$ cat config.mk
export PLATFORM = sky130hd
export DESIGN_NAME = pwm_decoder_flat
export DESIGN_NICKNAME = d
export VERILOG_FILES = /design/src/rtl/pwm_decoder_if.sv /design/src/rtl/pwm_decoder.sv /design/src/flat_wrapper.sv
export SDC_FILE = /design/constraint.sdc
export NUM_CORES = 1
export LEC_CHECK = 0
export CORE_UTILIZATION = 45
export DETAILED_ROUTE_END_ITERATION = 10
export GPL_ROUTABILITY_DRIVEN = 1
export PLACE_DENSITY_LB_ADDON = 0.08
export SETUP_SLACK_MARGIN = 0.5
export SLEW_MARGIN = 20
export SYNTH_ARGS = -nofsm -noshare
export SYNTH_HDL_FRONTEND = slang
export SYNTH_SLANG_ARGS = --single-unit
$ cat constraint.sdc
create_clock -name clk_in -period 2.2 [get_ports clk_in]
set_input_delay 0.44 -clock clk_in [delete_from_list [all_inputs] [get_ports clk_in]]
set_output_delay 0.44 -clock clk_in [all_outputs]
set_load 0.02 [all_outputs]
$ cat src/rtl/pwm_decoder_if.sv
// rtl/pwm_decoder_if.sv - measurement result bundle published by the PWM decoder
interface pwm_decoder_if #(
    parameter int CNT_WIDTH = 16
);
    logic [CNT_WIDTH-1:0] period_out;
    logic [CNT_WIDTH-1:0] high_out;
    logic [7:0]           dc_out;
    logic                 res_ok_out;
    logic                 active_out;
    logic                 valid_out;

    modport master (
        output period_out, high_out, dc_out, res_ok_out, active_out, valid_out
    );
    modport slave (
        input  period_out, high_out, dc_out, res_ok_out, active_out, valid_out
    );
endinterface

$ cat src/rtl/pwm_decoder.sv
// rtl/pwm_decoder.sv - measures PWM period/high time, decodes duty code, detects a stuck line
module pwm_decoder #(
    parameter int PWM_RESOLUTION = 256,
    parameter int CNT_WIDTH      = 16,
    parameter int TIMEOUT_CYCLES = 1024
) (
    input  logic          clk_in,
    input  logic          rst_in,
    input  logic          sig_in,
    pwm_decoder_if.master meas
);
    typedef enum logic [1:0] {
        IDLE  = 2'd0,
        FIRST = 2'd1,
        RUN   = 2'd2
    } state_t;

    localparam logic [CNT_WIDTH-1:0] CNT_MAX = '1;
    localparam logic [CNT_WIDTH-1:0] CNT_ONE = CNT_WIDTH'(1);
    localparam logic [CNT_WIDTH-1:0] RES_VAL = CNT_WIDTH'(PWM_RESOLUTION);
    localparam logic [CNT_WIDTH-1:0] TMO_VAL = CNT_WIDTH'(TIMEOUT_CYCLES);
    localparam logic [CNT_WIDTH-1:0] DC_MAX  = CNT_WIDTH'(255);

    state_t               state;
    state_t               state_nxt;
    logic                 s1, s2, s3;
    logic                 rise, fall;
    logic [CNT_WIDTH-1:0] cnt;
    logic [CNT_WIDTH-1:0] hi_lat;
    logic                 fell;
    logic                 timeout;
    logic                 pub_rise;
    logic                 pub_stuck;
    logic [CNT_WIDTH-1:0] high_meas;

    always_ff @(posedge clk_in or negedge rst_in) begin
        if (!rst_in) begin
            s1 <= 1'b0;
            s2 <= 1'b0;
            s3 <= 1'b0;
        end else begin
            s1 <= sig_in;
            s2 <= s1;
            s3 <= s2;
        end
    end

    assign rise      = s2 & ~s3;
    assign fall      = ~s2 & s3;
    assign timeout   = (cnt == TMO_VAL) & ~rise;
    assign high_meas = fell ? hi_lat : cnt;

    // cnt saturates so a dead line cannot wrap back onto the timeout value
    always_ff @(posedge clk_in or negedge rst_in) begin
        if (!rst_in) begin
            cnt <= '0;
        end else if (rise) begin
            cnt <= CNT_ONE;
        end else if (cnt != CNT_MAX) begin
            cnt <= cnt + CNT_ONE;
        end
    end

    always_ff @(posedge clk_in or negedge rst_in) begin
        if (!rst_in) begin
            hi_lat <= '0;
            fell   <= 1'b0;
        end else if (rise) begin
            fell <= 1'b0;
        end else if (fall) begin
            hi_lat <= cnt;
            fell   <= 1'b1;
        end
    end

    always_ff @(posedge clk_in or negedge rst_in) begin
        if (!rst_in) begin
            state <= IDLE;
        end else begin
            state <= state_nxt;
        end
    end

    always_comb begin
        state_nxt = state;
        pub_rise  = 1'b0;
        pub_stuck = 1'b0;
        case (state)
            IDLE: begin
                if (rise) begin
                    state_nxt = FIRST;
                end else if (timeout) begin
                    pub_stuck = 1'b1;
                end
            end
            FIRST, RUN: begin
                if (rise) begin
                    state_nxt = RUN;
                    pub_rise  = 1'b1;
                end else if (timeout) begin
                    state_nxt = IDLE;
                    pub_stuck = 1'b1;
                end
            end
            default: state_nxt = IDLE;
        endcase
    end

    // dc_out only follows measurements taken at the nominal resolution period
    always_ff @(posedge clk_in or negedge rst_in) begin
        if (!rst_in) begin
            meas.period_out <= '0;
            meas.high_out   <= '0;
            meas.dc_out     <= 8'h00;
            meas.res_ok_out <= 1'b0;
            meas.active_out <= 1'b0;
            meas.valid_out  <= 1'b0;
        end else begin
            meas.valid_out <= pub_rise | pub_stuck;
            if (pub_rise) begin
                meas.period_out <= cnt;
                meas.high_out   <= high_meas;
                meas.res_ok_out <= (cnt == RES_VAL);
                meas.active_out <= 1'b1;
                if (cnt == RES_VAL) begin
                    meas.dc_out <= (high_meas > DC_MAX) ? 8'hFF : high_meas[7:0];
                end
            end else if (pub_stuck) begin
                meas.period_out <= '0;
                meas.high_out   <= '0;
                meas.res_ok_out <= 1'b0;
                meas.active_out <= 1'b0;
                meas.dc_out     <= s2 ? 8'hFF : 8'h00;
            end
        end
    end
endmodule

$ cat src/flat_wrapper.sv
// flat-port wrapper written by rule: the top's interface ports become plain ports
module pwm_decoder_flat 
#(
    parameter int PWM_RESOLUTION = 256,
    parameter int CNT_WIDTH      = 16,
    parameter int TIMEOUT_CYCLES = 1024
)
  (clk_in, rst_in, sig_in, meas_period_out, meas_high_out, meas_dc_out, meas_res_ok_out, meas_active_out, meas_valid_out);
  pwm_decoder_if #(.CNT_WIDTH(CNT_WIDTH)) meas_i ();
  input  logic clk_in;
  input  logic rst_in;
  input  logic sig_in;
  output wire logic [$bits(meas_i.period_out)-1:0] meas_period_out;
  output wire logic [$bits(meas_i.high_out)-1:0] meas_high_out;
  output wire logic [$bits(meas_i.dc_out)-1:0] meas_dc_out;
  output wire logic [$bits(meas_i.res_ok_out)-1:0] meas_res_ok_out;
  output wire logic [$bits(meas_i.active_out)-1:0] meas_active_out;
  output wire logic [$bits(meas_i.valid_out)-1:0] meas_valid_out;
  assign meas_period_out = meas_i.period_out;
  assign meas_high_out = meas_i.high_out;
  assign meas_dc_out = meas_i.dc_out;
  assign meas_res_ok_out = meas_i.res_ok_out;
  assign meas_active_out = meas_i.active_out;
  assign meas_valid_out = meas_i.valid_out;
  pwm_decoder #(.PWM_RESOLUTION(PWM_RESOLUTION), .CNT_WIDTH(CNT_WIDTH), .TIMEOUT_CYCLES(TIMEOUT_CYCLES)) u_core (.clk_in(clk_in), .rst_in(rst_in), .sig_in(sig_in), .meas(meas_i));
endmodule
## Word-level counts from Yosys, hierarchy flattened

Cells that the tools add are included.

- Memories: 0
- Bits in registers: 81
- Input bits: 3
- ROM bits: 0
- Word-level logic and storage cells: 64
- Bits in writable memories: 0
- Output and inout bits: 43
- Latch bits: 0

- Bitwise gates (word level): 7
- Equal/unequal tests: 8
- Order comparisons: 1
- Mux-type cells: 25
- Shift-type cells: 0
- Divide/modulo/power cells: 0
- Reductions and logical operators: 9
- $mul: 0
- Add/subtract/negate cells: 1

Operator list:

| kind | number |
|---|---|
| 2-to-1 mux 16 bit | 6 |
| 2-to-1 mux 8 bit | 5 |
| adder 16 x 1 -> 16 bit (second input constant) | 1 |
| equality test 16 x 11 -> 1 bit (second input constant) | 1 |
| equality test 16 x 9 -> 1 bit (second input constant) | 1 |
| greater-than comparator 16 x 8 -> 1 bit (second input constant) | 1 |
| != test 16 bit (second input constant) | 1 |
| 2-to-1 mux 1 bit | 10 |
| 2-to-1 mux 2 bit | 3 |
| AND reduction 2 bit | 3 |
| nonzero test 2 bit | 3 |
| one-hot mux 2 bit (2 select lines) | 1 |
| bitwise AND 1 bit | 3 |
| != test 3 x 1 -> 1 bit (second input constant) | 1 |
| NOT 1 bit | 3 |
| OR reduction 3 bit | 1 |
| equality test 2 x 1 -> 1 bit (second input constant) | 1 |
| equality test 2 bit (second input constant) | 1 |
| zero test 2 bit | 1 |
| != test 2 x 1 -> 1 bit (second input constant) | 1 |
| != test 2 bit (second input constant) | 1 |
| OR reduction 2 bit | 1 |
| OR 1 bit | 1 |

## Logic depth before layout (Yosys ltp)

Gate-level depths: netlist of run 1.

- Word-level depth: 9
- Depth in mapped cells: 8
- Depth with buffers taken out: 6

## Least setup slack after synthesis of run 1

No wires, ideal clock.

- Kind: register to register
- From: reg u_core.cnt[0]
- To: reg u_core.meas.period_out[0]
- Setup time: 66 ps
- Cell stages (with the launch flop): 9
- Setup slack: 311 ps
- Data required time: 2134 ps
- Arrival: 1822 ps
- Buffers on the path: 2
- Period minus slack after synthesis: 1889 ps
- Cell sequence: dfrtp_1 inv_1 ha_1 nor4b_1 and4_1 buf_2 a21oi_2 clkbuf_1 a22o_1

- Cells in the longest elaborated chain, start to end: 6
- Elaborated cells on any way between the ends: 7
- Classes of those cells: eq/ne (1); mux (4); bitwise (1); reduce/logical (1)

RTL lines:

| what | RTL line | text |
|---|---|---|
| start, declared | pwm_decoder.sv:28 | `logic [CNT_WIDTH-1:0] cnt;` |
| start signal, assigned | pwm_decoder.sv:60 | `cnt <= cnt + CNT_ONE;` |
| equality test 16 x 11 -> 1 bit | pwm_decoder.sv:50 | `assign timeout = (cnt == TMO_VAL) & ~rise;` |
| bitwise AND 1 bit | pwm_decoder.sv:50 |  |
| 2-to-1 mux 1 bit | pwm_decoder.sv:92, pwm_decoder.sv:100 |  |
| 2-to-1 mux 1 bit | pwm_decoder.sv:97 | `if (rise) begin` |
| 2-to-1 mux 1 bit | n/a |  |
| nonzero test 2 bit (no source line) | n/a |  |
| end signal, assigned | pwm_decoder.sv:121 | `meas.period_out <= cnt;` |
| end, declared | pwm_decoder_if.sv:13 | `output period_out, high_out, dc_out, res_ok_out, active_out, valid_out` |

Parallel ways exist; a longest one is shown, timed or not.
A chain may end at the register's enable or synchronous reset.

## Worst setup path after layout of run 1

- From: reg u_core.cnt[0]
- To: reg u_core.cnt[15]

- Cells in the longest elaborated chain, start to end: 3
- Elaborated cells on any way between the ends: 5
- Classes of those cells: add/sub (1); eq/ne (1); mux (2); reduce/logical (1)

RTL lines:

| what | RTL line | text |
|---|---|---|
| adder 16 x 1 -> 16 bit | pwm_decoder.sv:60 |  |
| 2-to-1 mux 16 bit | pwm_decoder.sv:59 | `end else if (cnt != CNT_MAX) begin` |
| 2-to-1 mux 16 bit | pwm_decoder.sv:57 | `end else if (rise) begin` |

Parallel ways exist; a longest one is shown, timed or not. The select of a mux whose other input is x is not followed.

==> impl_metrics.csv, run 1 <==
group,metric,value,unit
setup_path,crit_path_end_kind,"register",
power,power_density,818,nW/um^2
routing,drt_iter0_drc,155,
placed_design,portBuffers,45,
timing,fin_tns_setup,0,ns
synth,syn_area,3680,sq um
power,ir_worst_vdd,0.551,mV
setup_path,path_depth,5,
setup_path,ff2ff_path_depth,5,
die,die_h,92.4,um
clocking,clkSlewWorstSetupHoldPaths,0.09,ns
clocking,cts_buffer_depth,2,
clocking,cts_root_buf,"clkbuf_8",
timing,worst_pin_slew,0.497,ns
status,status,"complete, no violations",
setup_path,worstPathCellList,"buf_6 > nand4_1 > or3_4 > or4_4 > a21oi_2",
setup_path,reg2reg_slack,0.39,ns
finish,seqCellArea,2040,sq um
setup_path,critPathLaunchType,"register",
setup_path,max_stage_delay,0.49,ns
timing,setup-violations-final,0,
clocking,hold_buffers,0,
power,cellLeakagePower,0.00241,uW
setup_path,r2r_end,"u_core.cnt[15]",
synth,ys_warn_count,0,
synth,netlist-cell-type-count,42,
timing,clock.fmax,553,MHz
clocking,cts_tree,"done",
synth,seq_area_frac_synth,55.1,%
finish,fillers,632,
routing,drt_pass1_iterations,5,
finish,postLayoutCellArea,5050,sq um
routing,detail-route-antenna-nets,0,
die,pin_count,46,
routing,vias,2887,
setup_path,worst_path_max_delay_cell,"or4_4",
timing,finalHoldViolCount,0,
die,core,7810,sq um
finish,diodes,0,
clocking,tritoncts.num_buffers,9,
clocking,htree_levels,3,
routing,wl_per_cell,18.5,um
finish,multi_input_area,1790,sq um
min_path,hp-class,"in -> async",
grt,antenna_found_initial,0,
timing,max-slew-margin-rel,66.8,%
setup_path,arrival,2.09,ns
grt,grt.overflow.total,0,
timing,rsz0062_at_grt,"true",
synth,syn_nets,321,
die,die_area,8540,sq um
grt,grt_pass1_vias,2802,
setup_path,r2r_start,"u_core.cnt[0]",
setup_path,critPathTopFamily,"simple AND/OR/NAND/NOR gates",
finish,drive_gt1_share,36.0,%
routing,vias_per_cell,5.68,
finish,final_cell_mix,"68 x dfrtp_1, 48 x buf_4, 43 x dlygate4sd2_1, 20 x mux2_2, 19 x o2bb2ai_1",
placed_design,place.detailed.hpwl,5780,um
synth,syn_area_per_cell,11.9,sq um
placed_design,place_area,4410,sq um
placed_design,globalplace.congestion,0.849,
timing,fin_skew,0.0173,ns
finish,fin_nets,412,
die,die_w,92.4,um
setup_path,cp_num_buf_inv,1,
synth,syn-instance-count,310,
timing,fin_crit,1.81,ns
setup_path,critical_path_required,2.48,ns
grt,grt_first_pass_wirelength,14400,um
die,rows,32,
timing,drv_slew,0,
synth,ys_ff_latch,81,
clocking,clock-sinks,81,
setup_path,critical_path_class,"reg -> reg",
finish,area_growth,37.4,%
clocking,clk-insertion-delay-late,0.36,ns
routing,drcViolationCount,0,
setup_path,crit_fanout,8,
timing,post-route-period-util,82.2,%
run,cap_violations,0,
grt,grt_start_max_net_pins,51,
routing,drt_wl_total,9380,um
grt,gr-usage-all-layers,22.2,%
finish,mostFrequentLayoutCell,"dfrtp_1",
die,start_util,47.1,%
-- area by class of cell --
| class | count | area share (%) |
|---|---|---|
| Clock buffer | 9 | 2.45 |
| Clock inverter | 7 | 1.07 |
| Inverter | 11 | 0.817 |
| Multi-Input combinational cell | 196 | 35.4 |
| Sequential cell | 81 | 40.5 |
| Tap cell | 102 | 2.53 |
| Timing Repair Buffer | 102 | 17.3 |
-- metal layers --
layer  vias up  GRT usage (%)  wire [um]
li1       1346              -          -
met1      1444           32.3       4330
met2        90           32.7       4400
met3         7           5.50        557
met4         0           6.77         90
met5         -              0          0
-- logic make-up after synthesis --
group                    after synthesis  synth area share, %
flip-flops                            81                 55.1
AO/OA/AOI/OAI                         80                 16.7
buffers and inverters                 34                 3.67
AND/OR/NAND/NOR                       69                 10.8
multiplexers                          38                 11.0
adder cells (fa/ha/maj)                8                 2.72
-- state kept, by name (all words and copies together), names as in the netlist, 2 cells and up --
| signal | count |
|---|---|
| u_core.hi_lat | 16 |
| u_core.state | 2 |
| u_core.meas.period_out | 16 |
| u_core.meas.dc_out | 8 |
| u_core.meas.high_out | 16 |
| u_core.cnt | 16 |
-- worst max-delay path by stage --
stage | start | to | slack [ns]
after floorplan | u_core.cnt[4] | u_core.cnt[15] | 0.44
after global placement | u_core.cnt[0] | u_core.meas.res_ok_out | 0.16
after detailed placement | u_core.cnt[0] | u_core.meas.res_ok_out | 0.13
after CTS | u_core.cnt[1] | u_core.cnt[15] | 0.41
after global routing | u_core.cnt[4] | u_core.cnt[15] | 0.37
final | u_core.cnt[0] | u_core.cnt[15] | 0.39
-- per-stage QoR --
stage | total power [uW] | util, % | worst slack, ns | hold slack, ns | std cells
6_report | 4130 | 64.7 | 0.392 | 0.00132 | 508
4_1_cts | 4010 | 61.6 | 0.407 | 0.0152 | 498
3_5_place_dp | 2940 | 56.5 | 0.127 | 0.337 | 454
2_1_floorplan | 2590 | - | 0.435 | 0.144 | 310
3_3_place_gp | 2910 | 56.5 | 0.160 | 0.340 | 454
5_1_grt | 4360 | 64.7 | 0.366 | 0.0303 | 508
-- repair_timing --
item	4_1_cts	5_1_grt
pin swaps	17	15
endpoints found under the setup margin	100	58
resized for setup	63	39
buffers inserted	27	10
gates cloned	1	0
-- Yosys cell counts --
| library cell | count | share of area (%) |
|---|---|---|
| ha_1 | 8 | 2.7 |
| nor2b_1 | 3 | 0.51 |
| a21boi_0 | 8 | 1.6 |
| and2_1 | 1 | 0.17 |
| and4_1 | 2 | 0.48 |
| dfrtp_1 | 81 | 55 |
| a21oi_2 | 1 | 0.24 |
| nand3_4 | 1 | 0.48 |
| or2_2 | 1 | 0.17 |
| o32ai_1 | 1 | 0.24 |
| mux2i_1 | 18 | 4.9 |
| nor3b_1 | 3 | 0.61 |
| o21ai_0 | 6 | 0.82 |
| nand4bb_1 | 1 | 0.31 |
| inv_1 | 11 | 1.1 |
| clkbuf_1 | 14 | 1.4 |
| or3_1 | 4 | 0.68 |
| a211oi_1 | 2 | 0.41 |
| o311ai_0 | 2 | 0.48 |
| a31oi_1 | 2 | 0.34 |
| o31ai_1 | 3 | 0.61 |
| nand3_1 | 6 | 0.82 |
| or4_1 | 3 | 0.61 |
| nand2_1 | 9 | 0.92 |
| and3_1 | 1 | 0.17 |
| clkbuf_2 | 1 | 0.14 |
| nor2_1 | 11 | 1.1 |
| a22o_1 | 17 | 4.0 |
| buf_2 | 5 | 0.68 |
| nor4_1 | 5 | 0.85 |
| nand4_1 | 5 | 0.85 |
| mux2_2 | 20 | 6.1 |
| nand2b_1 | 1 | 0.17 |
| buf_1 | 3 | 0.31 |
| o2bb2ai_1 | 24 | 5.7 |
| o41ai_1 | 1 | 0.24 |
| a21oi_1 | 10 | 1.4 |
| a21o_1 | 1 | 0.20 |
| nor4b_1 | 2 | 0.48 |
| nor3_1 | 10 | 1.4 |
| o221ai_1 | 1 | 0.24 |
| o21ai_1 | 1 | 0.14 |
-- report_power, final --
part	total (uW)	switching, uW	internal [uW]
sequential	1800	130	1670
combinational	1340	711	625
clock	1000	583	417
total	4130	1420	2710
-- worst reg2reg max path, delay by kind of cell (launching register included) --
| family | cells | cell delay (ns) |
|---|---|---|
| compound gates | 1 | 0.13 |
| buf+inv | 1 | 0.12 |
| flops | 1 | 0.39 |
| simple gates | 3 | 1.11 |
Power figures use the tool's default switching activity.
==> inputs of run 2 (changes only) <==
==> constraint.sdc (replaced) <==
create_clock -name clk_in -period 1.8 [get_ports clk_in]
set_input_delay 0.36 -clock clk_in [delete_from_list [all_inputs] [get_ports clk_in]]
set_output_delay 0.36 -clock clk_in [all_outputs]
set_load 0.02 [all_outputs]
==> impl_metrics.csv, run 2 (same netlist as run 1, synthesis figures left out) <==
group,metric,value,unit
power,clock_power_share,22.8,%
power,p_sw_share,34.6,%
clocking,htree_levels,3,
timing,fin_tns_setup,0,ns
min_path,hold_depth,0,
power,p_seq_share,38.6,%
clocking,clkSlewWorstSetupHoldPaths,0.09,ns
clocking,cts_root_buf,"clkbuf_8",
routing,drt_wl_total,11300,um
placed_design,globalplace.congestion,0.831,
timing,rsz0062_at_grt,"true",
timing,post-route-period-util,98.8,%
grt,grt_start_max_net_pins,44,
routing,wl_per_cell,19.6,um
die,core,7810,sq um
timing,setup-violations-final,0,
finish,final_cell_mix,"98 x buf_4, 70 x dfrtp_1, 35 x buf_2, 30 x buf_6, 19 x o2bb2ai_2",
grt,gr-usage-all-layers,26.4,%
setup_path,critPathTopFamily,"simple AND/OR/NAND/NOR gates",
die,start_util,47.1,%
power,total_switching_power,1960,uW
setup_path,r2r_end,"u_core.cnt[14]",
setup_path,max_stage_delay,0.42,ns
setup_path,crit_path_end_kind,"register",
placed_design,place.detailed.hpwl,6510,um
setup_path,cp_num_buf_inv,3,
finish,area_growth,60.1,%
finish,drive_gt1_share,61.5,%
finish,instances_no_fill,577,
setup_path,worst_path_max_delay_cell,"dfrtp_2",
min_path,hp-start,"u_core.s1",
clocking,clock-sinks,81,
clocking,clk-insertion-delay-late,0.36,ns
power,cellLeakagePower,0.00283,uW
routing,vias_per_cell,5.60,
grt,antenna_found_initial,0,
power,ir_worst_vdd,0.948,mV
setup_path,critPathLaunchType,"register",
routing,drt_pass1_iterations,5,
status,status,"complete, no violations",
clocking,cts_buffer_depth,2,
die,die_w,92.4,um
die,die_h,92.4,um
die,rows,32,
grt,grt.overflow.total,0,
timing,fin_skew,0.0192,ns
grt,grt_pass1_vias,3257,
power,power_density,965,nW/um^2
setup_path,critical_path_required,2.03,ns
timing,finalHoldViolCount,0,
power,p_int,3720,uW
min_path,holdPathEnd,"u_core.s2",
placed_design,placed_cells,487,
finish,diodes,0,
setup_path,critical_path_class,"reg -> reg",
timing,fin_crit,1.78,ns
routing,detail-route-antenna-nets,0,
finish,fin_nets,481,
routing,drt_iter0_drc,236,
power,combPwrFrac,38.7,%
setup_path,worstPathCellList,"buf_6 > ha_4 > nand3_4 > or3_4 > buf_6 > buf_6 > nor4_4 > nor3_2",
grt,grt_first_pass_wirelength,17200,um
die,pin_count,46,
die,die_area,8540,sq um
run,cap_violations,0,
setup_path,ff2ff_path_depth,8,
clocking,tritoncts.num_buffers,9,
finish,final_core_util,75.4,%
placed_design,portBuffers,45,
timing,worst_pin_slew,0.392,ns
routing,drcViolationCount,0,
setup_path,crit_path_frequent_cell,"buf_6",
timing,max-slew-margin-rel,73.9,%
setup_path,reg2reg_slack,0.02,ns
timing,clock.fmax,562,MHz
setup_path,arrival,2.01,ns
timing,drv_slew,0,
setup_path,crit_fanout,5,
setup_path,r2r_start,"u_core.cnt[1]",
min_path,hp-class,"reg -> reg",
routing,vias,3233,
finish,mostFrequentLayoutCell,"buf_4",
clocking,cts_tree,"done",
==> run 2: changes by cell type in the layout (fill, tap and decap cells not counted), moves of 6 or more <==
cell / delta
buf_4: +50
dlygate4sd2_1: -43
buf_2: +35
buf_6: +22
o2bb2ai_1: -15
o2bb2ai_2: +14
mux2_2: -11
mux2_4: +11
inv_1: -7
inv_2: +6
==> run 2: worst register-to-register path, cell delays in order, from the launching register on <==
cell	delay, ns
dfrtp_2	0.42
buf_6	0.12
ha_4	0.14
nand3_4	0.11
or3_4	0.38
buf_6	0.14
buf_6	0.13
nor4_4	0.17
nor3_2	0.07
==> run 2: how the worst max path moves through the flow <==
stage	startpoint	end	depth (start not counted)
final	u_core.cnt[1]	u_core.cnt[14]	8
after global routing	u_core.cnt[0]	u_core.cnt[14]	8
after floorplan	u_core.cnt[2]	u_core.cnt[13]	6
after global placement	u_core.cnt[2]	u_core.cnt[11]	4
after detailed placement	u_core.cnt[1]	u_core.cnt[5]	6
after CTS	u_core.cnt[0]	u_core.cnt[5]	6
==> run 2: layer usage <==
| layer | vias to the layer above | global-route usage, % | routed length [um] |
|---|---|---|---|
| met2 | 111 | 43.6 | 5610 |
| met4 | 0 | 7.94 | 208 |
| met3 | 21 | 3.53 | 489 |
| met5 | - | 0 | 0 |
| met1 | 1627 | 36.3 | 5020 |
| li1 | 1474 | - | - |
==> run 2: metrics by stage <==
stage	setup slack, ns	power, uW	area (sq um)	hold WS (ns)
floorplan	0.0447	3230	4010	0.0644
global placement	0.0252	3820	4820	0.310
detailed placement	-0.0137	3870	4820	0.313
CTS	0.0764	5470	5450	0.357
global route	-0.0146	5930	5890	0.369
finish	0.0216	5680	5890	0.356
==> run 2: layout make-up <==
type	count	area, sq um
fill	505	1920
clock buffer	10	138
timing repair buffer	172	1420
inverter	11	43.8
sequential	81	2040
multi-input combinational	195	2070
clock inverter	6	48.8
tap	102	128
==> run 2: power by group through the flow <==
stage                     logic (uW)  registers, uW  clock network (uW)
final                           2200           2190                1290
after detailed placement        1630           2230                   0
after CTS                       1980           2180                1310
after global placement          1600           2220                   0
after global routing            2320           2220                1390
after floorplan                  899           2330                   0
==> run 2: repair_timing <==
item / in CTS / in global routing
hold endpoints to repair: 26 / 0
pin swaps: 37 / 14
resized for setup: 248 / 43
hold buffers: 1 / 0
setup endpoints to repair: 119 / 100
cloned: 3 / 0
setup buffers: 38 / 32
==> inputs of run 3 (changes only) <==
--- a/config.mk
+++ b/config.mk
@@ -7,10 +7,10 @@
 export LEC_CHECK = 0
 export CORE_UTILIZATION = 45
 export DETAILED_ROUTE_END_ITERATION = 10
+export DONT_BUFFER_PORTS = 1
 export GPL_ROUTABILITY_DRIVEN = 1
 export PLACE_DENSITY_LB_ADDON = 0.08
 export SETUP_SLACK_MARGIN = 0.5
-export SLEW_MARGIN = 20
 export SYNTH_ARGS = -nofsm -noshare
 export SYNTH_HDL_FRONTEND = slang
 export SYNTH_SLANG_ARGS = --single-unit
==> constraint.sdc (replaced) <==
create_clock -name clk_in -period 1.4 [get_ports clk_in]
set_input_delay 0.28 -clock clk_in [delete_from_list [all_inputs] [get_ports clk_in]]
set_output_delay 0.28 -clock clk_in [all_outputs]
set_load 0.02 [all_outputs]
==> impl_metrics.csv, run 3 (same netlist as run 1, synthesis figures left out) <==
group,metric,value,unit
die,pin_count,46,
die,die_h,92.4,um
timing,max-slew-margin-rel,71.3,%
routing,drt_pass1_iterations,4,
clocking,htree_levels,3,
power,cellLeakagePower,0.00259,uW
placed_design,globalplace.congestion,0.857,
power,combPwrFrac,33.4,%
timing,fin_hold_ws,-0.398,ns
routing,drt_wl_total,10800,um
timing,post-route-period-util,131,%
routing,drt_iter0_drc,141,
die,die_w,92.4,um
power,p_int,5090,uW
setup_path,crit_path_end_kind,"register",
finish,drive_gt1_share,69.2,%
timing,fin_tns_setup,-22.17,ns
setup_path,ff2ff_path_depth,7,
routing,wl_per_cell,20.6,um
routing,detail-route-antenna-nets,0,
timing,fin_crit,1.84,ns
routing,drcViolationCount,0,
status,failed_checks,"hold timing, setup timing",
status,status,"complete, but fails checks",
setup_path,critPathLaunchType,"register",
grt,grt_pass1_vias,3042,
setup_path,r2r_end,"u_core.meas.res_ok_out",
clocking,cts_root_buf,"clkbuf_8",
placed_design,portBuffers,0,
routing,vias,3027,
clocking,clock-sinks,81,
timing,rsz0062_at_grt,"true",
finish,fin_nets,428,
finish,diodes,0,
timing,fin_skew,0.0137,ns
placed_design,place.detailed.hpwl,6380,um
finish,postLayoutCellArea,5840,sq um
power,power_density,1300,nW/um^2
clocking,tritoncts.num_buffers,9,
power,p_sw_share,32.8,%
finish,final_cell_mix,"89 x buf_4, 53 x dfrtp_2, 28 x dfrtp_1, 20 x buf_6, 19 x mux2_4",
min_path,hp-class,"in -> async",
setup_path,critical_path_class,"reg -> reg",
setup_path,crit_fanout,7,
die,rows,32,
placed_design,placed_cells,473,
grt,grt_first_pass_wirelength,16500,um
power,ir_worst_vdd,0.882,mV
power,p_seq_share,40.5,%
power,total_switching_power,2490,uW
setup_path,r2r_start,"u_core.cnt[1]",
setup_path,critical_path_required,1.64,ns
placed_design,place_area,4650,sq um
finish,area_growth,58.9,%
routing,vias_per_cell,5.78,
run,cap_violations,0,
timing,drv_slew,0,
die,core,7810,sq um
clocking,clkSlewWorstSetupHoldPaths,0.09,ns
grt,antenna_found_initial,0,
grt,gr-usage-all-layers,25.5,%
die,start_util,47.1,%
clocking,cts_tree,"done",
finish,mostFrequentLayoutCell,"buf_4",
placed_design,pre_cts_ws,-0.410,ns
clocking,hold_buffers,1,
setup_path,arrival,2.08,ns
die,die_area,8540,sq um
timing,worst_pin_slew,0.418,ns
finish,instances_no_fill,524,
finish,final_core_util,74.8,%
timing,clock.fmax,544,MHz
clocking,cts_buffer_depth,2,
grt,grt.overflow.total,0,
setup_path,reg2reg_slack,-0.44,ns
setup_path,startpoint,"u_core.cnt[1]",
timing,setup-violations-final,77,
clocking,clk-insertion-delay-late,0.36,ns
power,clock_power_share,26.1,%
timing,setup_slack,-0.438,ns
timing,finalHoldViolCount,81,
grt,grt_start_max_net_pins,82,
## run 3: changes by cell type in the layout (fill, tap and decap cells not counted), moves of 6 or more
cell | before | now
buf_2 | 35 | 0
buf_4 | 98 | 89
buf_6 | 30 | 20
dfrtp_1 | 70 | 28
dfrtp_2 | 11 | 53
mux2_2 | 9 | 1
mux2_4 | 11 | 19
o2bb2ai_2 | 19 | 13
o2bb2ai_4 | 1 | 9
## run 3: critical path, cell delays in order, from the launching register on
cell	delay (ns)
dfrtp_2	0.46
inv_2	0.09
ha_4	0.12
nor4b_4	0.25
and4_4	0.30
a21oi_4	0.11
buf_6	0.18
a22o_1	0.21
## run 3: final cells by class
| cell class | count | area, sq um |
|---|---|---|
| Tap cell | 102 | 128 |
| Fill cell | 473 | 1970 |
| Clock inverter | 6 | 90.1 |
| Inverter | 11 | 46.3 |
| Timing Repair Buffer | 119 | 1090 |
| Multi-Input combinational cell | 195 | 2260 |
| Sequential cell | 81 | 2090 |
| Clock buffer | 10 | 138 |
## run 3: metrics by stage
step | hold WS (ns) | total power [uW]
finish | -0.398 | 7580
global route | -0.416 | 7920
CTS | -0.416 | 7210
detailed placement | -0.0139 | 4830
global placement | -0.0141 | 4790
floorplan | -0.0156 | 4210
## run 3: power groups by stage
stage               combinational, uW  clock [uW]  sequential (uW)
global route                     2710        2110             3100
CTS                              2150        2020             3040
floorplan                        1210           0             3000
detailed placement               1770           0             3050
global placement                 1740           0             3050
finish                           2530        1980             3070
## run 3: worst max-delay path by stage
| stage | end | cells past startpoint | slack (ns) |
|---|---|---|---|
| after global routing | u_core.meas.dc_out[1] | 7 | -0.49 |
| after global placement | u_core.cnt[5] | 6 | -0.36 |
| final | u_core.meas.res_ok_out | 7 | -0.44 |
| after floorplan | u_core.cnt[13] | 6 | -0.36 |
| after detailed placement | u_core.meas.dc_out[0] | 7 | -0.41 |
| after CTS | u_core.cnt[11] | 5 | -0.31 |
## run 3: what timing repair did
item                       4_1_cts  5_1_grt
pin swaps                       34       19
gates cloned                     1        2
resized for setup              102       53
hold endpoints to repair        82       81
setup endpoints to repair      121      121
buffers inserted                17       14
## run 3: layer usage
layer  wire, um  track usage (%)
met2       5290             39.8
met3        384             5.83
met4        139             6.38
met1       4980             35.8
met5          0                0
==> RTL change 1: new RTL, flow settings as in run 1 <==
Add an input register stage for `sig_in`, without a reset; this delays it by one clock. The other inputs are not delayed to match.
--- a/src/rtl/pwm_decoder.sv
+++ b/src/rtl/pwm_decoder.sv
@@ -23,2 +23,8 @@
 
+    logic sig_q;
+
+    always_ff @(posedge clk_in) begin
+        sig_q <= sig_in;
+    end
+
     state_t               state;
@@ -41,3 +47,3 @@
         end else begin
-            s1 <= sig_in;
+            s1 <= sig_q;
             s2 <= s1;
Formal check against the unedited RTL: not equivalent (Yosys sat finds a counterexample within 10 cycles, from zero or initial values and one cycle with rst_in low).
==> RTL change 1 against run 1 <==
- area after synthesis rose by 0.10%
- via count is 3.3% lower
- clock power rose by 42%
- sequential cell count increased by 1
- highest routed layer unchanged
- count of clock-buffer cells in the layout did not move
- setup slack worse by 0.22 ns
- first-iteration DRC count decreased by 35%
- critical path type unchanged
- synthesized cell count decreased by 1.3%
- critical endpoint is now u_core.meas.high_out[1]
- design area increased by 0.92%
- wire length is 2.1% lower
- total power grew 7.7%
==> RTL change 1: results (changes against run 1) <==
Power
  – Leak: 2.50 nW (+3.6%)
  – Worst IR Drop VDD: 0.530 mV (-3.8%)

Drt
  – DR iter-0 viols: 100 (-35%)
  – Drt first pass iters: 4 (-1)
  – Routed len/inst: 18.7 um (+1.1%)
  – DR vias: 2,792 (-3.3%)
  – Metal-1 WL: 4.16 mm (-3.9%)
  – Routed wl met3: 278 um (-50%)

Global routing
  – Total GRT Usage: 0.225 (+0.00322)
  – Met1 GRT Util: 0.301 (-0.0212)
  – First-pass GRT wire length: 14.6 mm (+1.4%)
  – Met2 usage: 0.373 (+0.0469)
  – M3 GR Usage: 0.0337 (-0.0213)
  – Pin count of the biggest net entering global routing: 37 (-27%)

Synthesis
  – Compound-gate portion of the synthesized area: 0.171 (+0.00391)
  – Mux contribution to synthesized area: 0.100 (-0.00997)
  – Synth Area per Inst: 12.0 um^2 (+1.4%)
  – Xor/xnor share of the synthesized area: 0.00476 (+0.00476)
  – Post-synth ARST share: 0.988 (-0.0122)
  – Sequential share of the synthesized area: 0.556 (+0.00488)
  – Net count after synthesis: 315 (-1.9%)
  – Primary FF master, synth: dfrtp_1
  – Synth top area cells: dfrtp_1 55%, mux2_2 7.0%, a22o_1 5.9%
  – Synth top cells by count: 81 x dfrtp_1, 25 x a22o_1, 23 x mux2_2
  – Netlist cell types: 47 (+12%)
  – Post-Synth Adder-Cell Area: 0.0204 (-0.00683)

Run status
  – Outcome: finished clean

Finish
  – ANT cells: 0 (unchanged)
  – Final nets: 394 (-4.4%)
  – Share of post-route cells with drive strength above 1: 0.359 (-0.000632)
  – Fillcell total: 619 (-2.1%)

STA
  – Clock skew: 0.00730 ns (-0.00996 ns)
  – Rel. slew slack: 0.673 (+0.00488)

Placement
  – Gpl congestion: 0.783 (-7.8%)
  – Placed insts: 461 (+1.5%)
  – Place WS: 0.0709 ns (-0.0561 ns)
  – DP HPWL: 5.88 mm (+1.7%)

Critical path
  – Worst path slowest cell: or4b_4
  – CP max FO: 29 (+21)
-- RTL change 1: where the power goes --
group	internal, mW	switching [mW]
Clock	0.869	0.552
Combinational	0.547	0.686
Sequential	1.68	0.123
Total	3.09	1.36
-- RTL change 1: path summary, 6_finish.rpt --
kind / from / endpoint / slack, ns / cells after the start
worst min-delay path: rst_in / u_core.meas.period_out[8] / 0.05 / 1
worst max-delay path: u_core.cnt[0] / u_core.meas.high_out[1] / 0.17 / 7
worst max register to register: u_core.cnt[0] / u_core.meas.high_out[1] / 0.17 / 7
worst min register to register: u_core.sig_q / u_core.s1 / 0.33 / 0
min in group clk_in: u_core.sig_q / u_core.s1 / 0.33 / 0
max in group asynchronous: rst_in / u_core.meas.high_out[1] / 1.58 / 2
-- RTL change 1: logic make-up after synthesis --
| family | after synthesis |
|---|---|
| AOI/OAI and AO/OA | 81 |
| xor gates and xnor gates | 2 |
| adders and majority gates | 6 |
| buffers and inverters | 35 |
| DFF | 82 |
| muxes | 34 |
| and+or+nand+nor | 66 |
-- RTL change 1: final cells by class --
class	count	area, um^2	area share
sequential	82	2050	0.403
multi-input combinational	189	1810	0.354
timing repair buffer	91	802	0.157
clock inverter	7	141	0.0277
tap	102	128	0.0250
clock buffer	9	124	0.0243
inverter	12	45.0	0.00884
-- RTL change 1: through the flow --
stage | utilization | total power [mW] | cell area (um^2)
2_1_floorplan | - | 2.46 | 3700
3_3_place_gp | 0.568 | 2.88 | 4430
3_5_place_dp | 0.568 | 2.90 | 4430
4_1_cts | 0.633 | 4.41 | 4940
5_1_grt | 0.653 | 4.67 | 5100
6_report | 0.653 | 4.45 | 5100
-- RTL change 1: repair_timing --
action / 4_1_cts / 5_1_grt
pin swaps: 21 / 18
setup buffers: 12 / 2
setup endpoints to repair: 101 / 59
gates cloned: 1 / 0
gates resized for setup: 86 / 28
==> RTL change 2: new RTL, flow settings as in run 1 <==
Made on the original files. `CNT_WIDTH` is set to 16 in 3 places; all go to 32.
--- a/src/rtl/pwm_decoder_if.sv
+++ b/src/rtl/pwm_decoder_if.sv
@@ -2,3 +2,3 @@
 interface pwm_decoder_if #(
-    parameter int CNT_WIDTH = 16
+    parameter int CNT_WIDTH = 32
 );
--- a/src/rtl/pwm_decoder.sv
+++ b/src/rtl/pwm_decoder.sv
@@ -3,3 +3,3 @@
     parameter int PWM_RESOLUTION = 256,
-    parameter int CNT_WIDTH      = 16,
+    parameter int CNT_WIDTH      = 32,
     parameter int TIMEOUT_CYCLES = 1024
--- a/src/flat_wrapper.sv
+++ b/src/flat_wrapper.sv
@@ -4,3 +4,3 @@
     parameter int PWM_RESOLUTION = 256,
-    parameter int CNT_WIDTH      = 16,
+    parameter int CNT_WIDTH      = 32,
     parameter int TIMEOUT_CYCLES = 1024
Interface: changed (resized meas_high_out and meas_period_out); port bits go from 46 to 78. The function was not compared with the original's and may differ.
==> RTL change 2 against run 1 <==
- total power grew 68%
- sequential cell count grew 64
- area after synthesis grew 80%
- sequential share of layout area shrank 0.072 points
- setup slack lost 0.24 ns
- wire length grew 89%
- design area grew 79%
- critical path type unchanged
- critical endpoint is now u_core.cnt[1]
- largest power group unchanged
==> RTL change 2: results (changes against run 1) <==
Run status
  – Outcome: finished clean

Synthesis
  – Sequential share of the synthesized area: 0.548 (-0.00290)
  – Compound-gate portion of the synthesized area: 0.158 (-0.00900)
  – Post-Synth Adder-Cell Area: 0.0132 (-0.0140)
  – Net count after synthesis: 586 (+83%)
  – Synth top area cells: dfrtp_1 55%, mux2_2 6.5%, a22o_1 5.4%
  – Netlist cell types: 51 (+21%)
  – Mux contribution to synthesized area: 0.106 (-0.00398)
  – Xor/xnor share of the synthesized area: 0.00926 (+0.00926)
  – Post-synth ARST share: 1.00 (unchanged)
  – Synth top cells by count: 145 x dfrtp_1, 41 x a22o_1, 38 x mux2_2

Critical path
  – Max incr delay on CP: 0.57 ns (+0.08 ns)
  – R2R Path End: u_core.cnt[1]
  – CP max FO: 6 (-2)
  – Reg2Reg Launch Point: u_core.cnt[18]
  – Reg2reg path depth: 7 (+2)
  – Setup slack, reg-to-reg: 0.15 ns (-0.24 ns)
  – Arr. time, crit path: 2.35 ns (+0.26 ns)
  – Worst path slowest cell: or4_4

Global routing
  – Met2 usage: 0.384 (+0.0575)
  – Pin count of the biggest net entering global routing: 50 (-2.0%)
  – Total GRT Usage: 0.246 (+0.0247)
  – First-pass GRT wire length: 27.9 mm (+93%)
  – Met1 GRT Util: 0.333 (+0.0100)
  – M3 GR Usage: 0.0581 (+0.00311)
  – Number of global-route vias before repair: 5,246 (+87%)

STA
  – Clock skew: 0.00690 ns (-0.0104 ns)
  – Rel. slew slack: 0.701 (+0.0335)
  – Hold Slack: 0.362 ns (+0.360 ns)

Clock network
  – Reg clk slew, reported paths: 0.06 ns (-0.03 ns)
  – Number of setup buffers added after CTS: 23 (-15%)
  – CTS Buf Count: 17 (+8)
  – Worst skew pair latency: 0.42 ns (+0.06 ns)
  – Post_cts resized: 122 (+94%)
  – Root buffer selected by CTS: clkbuf_16
  – CTS H-tree depth: 4 (+1)

Power
  – Comb power frac: 0.174 (-0.149)
  – Worst IR Drop VDD: 0.542 mV (-1.6%)
  – Proportion of power drawn by the clock network: 0.397 (+0.155)
  – Leak: 4.46 nW (+85%)
  – Switching Fraction: 0.282 (-0.0629)
  – Clock group: 2.76 mW (+180%)

Placement
  – DP HPWL: 11.7 mm (+100%)
  – PortBufs: 77 (+71%)
  – Dpl cell area: 0.00795 mm^2 (+80%)
  – Placed insts: 842 (+85%)
  – Gpl congestion: 0.837 (-1.4%)
  – Place WS: 0.0748 ns (-0.0521 ns)

Finish
  – Final nets: 734 (+78%)
  – Final Instance Count excl. Fillers: 917 (+81%)

Hold path
  – Worst Hold Class: register to register
  – Worst hold path depth: 0

Drt
  – Metal2 WL: 8.39 mm (+91%)
  – DR vias: 5,282 (+83%)
  – Top Layer Used: met4
  – Routed len/inst: 19.3 um (+4.5%)
  – DR iter-0 viols: 336 (+120%)
  – Metal-1 WL: 8.05 mm (+86%)
  – Drt first pass iters: 4 (-1)
==> RTL change 2: worst max path at each step <==
| stage | cells past startpoint | startpoint | to | slack (ns) |
|---|---|---|---|---|
| 3_3_place_gp | 6 | u_core.cnt[13] | u_core.meas.dc_out[2] | 0.14 |
| 2_1_floorplan | 7 | u_core.cnt[8] | u_core.cnt[6] | 0.16 |
| 3_5_place_dp | 6 | u_core.s2 | u_core.meas.dc_out[5] | 0.07 |
| 4_1_cts | 7 | u_core.cnt[18] | u_core.cnt[23] | 0.21 |
| 6_report | 7 | u_core.cnt[18] | u_core.cnt[1] | 0.15 |
| 5_1_grt | 7 | u_core.cnt[18] | u_core.cnt[1] | 0.05 |
==> RTL change 2: layout make-up <==
type	count	area [um^2]
Clock buffer	23	488
Clock inverter	9	81.3
Tap cell	180	225
Fill cell	1141	5060
Multi-Input combinational cell	366	2960
Inverter	13	48.8
Sequential cell	145	3650
Timing Repair Buffer	181	1590
